<file path="src/rtl/code_capture_fifo.sv">
// Captures new codes from an upstream 4-to-2 priority encoder into a small FIFO.
// An event is a VAL rising edge or a code change while VAL stays high.
module code_capture_fifo #(
  parameter int DEPTH = 4
) (
  input  logic                     clk,
  input  logic                     rst,
  input  logic                     S1,
  input  logic                     S2,
  input  logic                     VAL,
  output logic [1:0]               out_code,
  output logic                     out_valid,
  input  logic                     out_ready,
  output logic [$clog2(DEPTH):0]   count,
  output logic                     overflow,
  input  logic                     clr_ovf
);

  localparam int AW = $clog2(DEPTH);
  localparam int CW = AW + 1;

  // Handshake: the head entry transfers on a rising edge where out_valid and
  // out_ready are both high; out_code is held stable while out_valid=1 and
  // out_ready=0. There is no fall-through: a push becomes visible after its edge.

  logic [1:0]    code_in;
  logic          prev_val_q, prev_val_d;
  logic [1:0]    prev_code_q, prev_code_d;
  logic [AW-1:0] wr_ptr_q, wr_ptr_d;
  logic [AW-1:0] rd_ptr_q, rd_ptr_d;
  logic [CW-1:0] count_q, count_d;
  logic          overflow_q, overflow_d;
  logic [1:0]    mem_q [DEPTH];

  logic          evt;
  logic          full;
  logic          empty;
  logic          pop;
  logic          push;
  logic          drop;

  assign code_in = {S2, S1};
  assign full    = (count_q == CW'(DEPTH));
  assign empty   = (count_q == '0);
  assign evt     = VAL && (!prev_val_q || (code_in != prev_code_q));
  assign pop     = !empty && out_ready;
  // A full FIFO still accepts an event when the head leaves in the same cycle.
  assign push    = evt && (!full || pop);
  assign drop    = evt && full && !pop;

  always_comb begin
    prev_val_d  = VAL;
    prev_code_d = code_in;
    wr_ptr_d    = wr_ptr_q;
    rd_ptr_d    = rd_ptr_q;
    count_d     = count_q + CW'(push) - CW'(pop);
    overflow_d  = overflow_q;
    if (push) begin
      wr_ptr_d = wr_ptr_q + AW'(1);
    end
    if (pop) begin
      rd_ptr_d = rd_ptr_q + AW'(1);
    end
    // A fresh drop wins over a clear arriving in the same cycle.
    if (drop) begin
      overflow_d = 1'b1;
    end else if (clr_ovf) begin
      overflow_d = 1'b0;
    end
  end

  always_ff @(posedge clk) begin
    if (rst) begin
      prev_val_q  <= 1'b0;
      prev_code_q <= 2'b00;
      wr_ptr_q    <= '0;
      rd_ptr_q    <= '0;
      count_q     <= '0;
      overflow_q  <= 1'b0;
    end else begin
      prev_val_q  <= prev_val_d;
      prev_code_q <= prev_code_d;
      wr_ptr_q    <= wr_ptr_d;
      rd_ptr_q    <= rd_ptr_d;
      count_q     <= count_d;
      overflow_q  <= overflow_d;
    end
  end

  // Storage is not reset; the empty check below keeps stale entries hidden.
  always_ff @(posedge clk) begin
    if (!rst && push) begin
      mem_q[wr_ptr_q] <= code_in;
    end
  end

  assign out_valid = !empty;
  assign out_code  = empty ? 2'b00 : mem_q[rd_ptr_q];
  assign count     = count_q;
  assign overflow  = overflow_q;

endmodule

</file>
<file path="config.mk">
export PLATFORM = sky130hd
export DESIGN_NAME = code_capture_fifo
export DESIGN_NICKNAME = d
export VERILOG_FILES = /design/src/rtl/code_capture_fifo.sv
export SDC_FILE = /design/constraint.sdc
export NUM_CORES = 1
export LEC_CHECK = 0
export ABC_AREA = 1
export BUFFER_PORTS_ARGS = -buffer_cell sky130_fd_sc_hd__buf_2
export CAP_MARGIN = 5
export CORE_MARGIN = 5
export CORE_UTILIZATION = 46
export DETAILED_ROUTE_END_ITERATION = 10
export PLACE_DENSITY = 0.75
export SLEW_MARGIN = 10
export SYNTH_ARGS = -nofsm -noshare
export SYNTH_HDL_FRONTEND = slang
export SYNTH_SLANG_ARGS = --single-unit
</file>
<file path="constraint.sdc">
create_clock -name clk -period 2.89 [get_ports clk]
set_input_delay 0.4335 -clock clk [delete_from_list [all_inputs] [get_ports clk]]
set_output_delay 0.4335 -clock clk [all_outputs]
set_load 0.02 [all_outputs]
</file>
==> flow_summary.toml <==
[outcome]
status = "complete, no violations"

[worst_setup_path]
critPathRequiredTime_ns = 3.12
endpoint = "count[2]"
worstPathCellList = "nor2_1 > nand3_2 > nand3_4 > inv_2 > nand2_1 > nand2_1 > ha_1 > fa_1 > and3_1 > nor3_1"
r2r_start = "count[0]"
critical_path.most_common_cell = "nand2_1"
worstSetupStartpointType = "flip-flop"
cp_max_fo = 4
reg2reg_to = "count[2]"
critPathKind = "reg2reg"
r2r_setup_slack_ns = 1.0
r2r_cells = 10
arrival_ns = 2.12
slowest_delay_ns = 0.38
cp-end-kind = "flip-flop"
worstSetupStartpoint = "count[0]"
cpMaxStageDelayCell = "fa_1"

[final_layout]
drive_above_1_share_pct = 27.3
finalNonFillerCells = 160
fin_nets = 146
fillers = 211
layout_common_cells = "22 x inv_1, 18 x nor2_1, 13 x nand2_1, 13 x dfxtp_1, 13 x buf_2"
layout_commonest_cell = "inv_1"
fin_util_pct = 52.5
area_growth_syn_to_layout_pct = 12.1
diodes = 0

[floorplan]
rows = 17
top_level_ports = 14
fp.coreArea_um2 = 2170
chipHeight_um = 57.0
initial_core_util_pct = 46.8
dieArea_um2 = 3250
chipWidth_um = 57.0

[grt]
grt_max_degree = 12
antenna_found_initial = 0
overflow = 0
grt_pass1_vias = 696
gr-usage-all-layers_pct = 11.3
grt_pass1_wl_um = 2900

[drt]
avgViaCountPerCell = 4.56
drt_iter0_markers = 7
routedWlPerCell_um = 10.1
ant_nets = 0
first_pass_iters = 4
wirelength_um = 1620
post-route-drc-count = 0
vias = 729

[placement]
portBuffers = 13
preCtsSetupSlack_ns = 0.773
gp_congestion = 0.785
dp.cells = 156
dp_hpwl_um = 1340

[clocking]
ctsHoldBuffers = 0
post_cts_buffers = 0
cts_tree = "done"
ctsResizeCount = 0
clkTransAtPathRegs_ns = 0.11
cts_htree_levels = 1
clock_latency_ns = 0.30
cts_root_buf = "clkbuf_4"
cts_made_buffers = 3
cts_sinks = 21
cts_buffer_depth = 2

[logic_synthesis]
synthesis.nets = 129
synthCells = 116
yosysSeqAreaShare_pct = 49.3
syn_area_um2 = 1020
yosys_warnings = 0
ys_types = 24
syn_area_per_cell_um2 = 8.76
ys_seq_elements = 21

[timing]
setup_tns_ns = 0
fin_ws_ns = 0.999
slew_viol_final = 0
fin_worst_skew_ns = 0.000964
tightestPinTransition_ns = 0.175
finalHoldViolations = 0
maxSlewHeadroom_pct = 88.3
finalCritPeriodShare_pct = 65.4
period_needed_ns = 1.89
timing.fmax_mhz = 529
grt_setup_unrepaired = "false"
final-setup-viol-count = 0
hold-worst-slack_ns = 0.380

[worst_hold_path]
min_path_type = "in2reg"

[power]
powerDensity_nw_per_um2 = 754
p_leak_nw = 0.528
peakVddDrop_v = 0.000533

[flow_run]
drv_cap = 0
## critical path, delay by kind of cell (launching register included)
kind | cells | cell delay [ns]
flip-flops | 1 | 0.36
adder cells (fa/ha/maj) | 2 | 0.57
buffers and inverters | 1 | 0.06
AND/OR/NAND/NOR | 7 | 0.83
## report_power, final
group          switching [W]  leakage, nW  internal, W
logic               0.000216        0.333     0.000118
clock network      0.0000836       0.0150    0.0000538
registers          0.0000363        0.180     0.000351
## cells in the mapped netlist
cell type  number  area, um^2
nand2_2         1        6.26
and3_1          1        6.26
nor2_1         18        67.6
xnor2_1         1        8.76
ha_1            5        62.6
fa_1            1        20.0
nand4_1         2        12.5
o21ai_0         4        20.0
inv_2           7        26.3
nand2_1        13        48.8
nor2_2          4        25.0
nand3b_1        1        7.51
nand3_2         3        30.0
inv_1          22        82.6
nand3_4         1        17.5
dfxtp_1        13         260
o21ai_1         1        5.00
a21oi_2         2        17.5
clkbuf_1        1        3.75
nor3_1          1        5.00
edfxtp_1        8         240
nand2_4         1        11.3
nor2_4          1        11.3
a21oi_1         4        20.0
## state kept, by name (all words and copies together), names as in the netlist, named ones only
| signal | count |
|---|---|
| count | 3 |
| mem_q | 8 |
| overflow | 1 |
| prev_code_q | 2 |
| prev_val_q | 1 |
| rd_ptr_q | 2 |
| wr_ptr_q | 2 |
## cell type report
cell class	count	area, um^2	share of cell area [%]
clock buffers	4	26.3	2.31
inverters	29	109	9.56
multi-input cells	65	403	35.4
flip-flops and latches	21	500	44.0
well taps	28	35.0	3.08
repair buffers	13	65.1	5.71
## logic make-up after synthesis
group / synth area share (%)
fa+ha+maj: 8.13
simple gates: 24.5
buf+inv: 11.1
compound gates: 6.16
flops: 49.3
xor+xnor: 0.862
## how the worst min path moves through the flow
stage / start / endpoint / slack [ns] / cells after the start
after detailed placement: overflow / overflow / 0.46 / 2
after floorplan: rd_ptr_q[1] / flip-flop / 0.44 / 2
final: clr_ovf / overflow / 0.38 / 4
after global routing: rst / overflow / 0.37 / 2
after CTS: clr_ovf / overflow / 0.38 / 4
after global placement: rd_ptr_q[1] / rd_ptr_q[1] / 0.45 / 2
## per-stage QoR
stage / total power, W / instance area, um^2
floorplan: 0.000638 / 1020
global placement: 0.000723 / 1110
detailed placement: 0.000732 / 1110
CTS: 0.000870 / 1140
global route: 0.000931 / 1140
finish: 0.000859 / 1140
## routing by layer
metal / GRT usage, % / wire (um) / vias to the layer above
met5: 0 / 0 / -
met4: 4.97 / 31 / 0
met3: 2.94 / 60 / 4
met2: 19.2 / 834 / 11
met1: 13.4 / 694 / 328
li1: - / - / 386
Power figures use the tool's default switching activity.
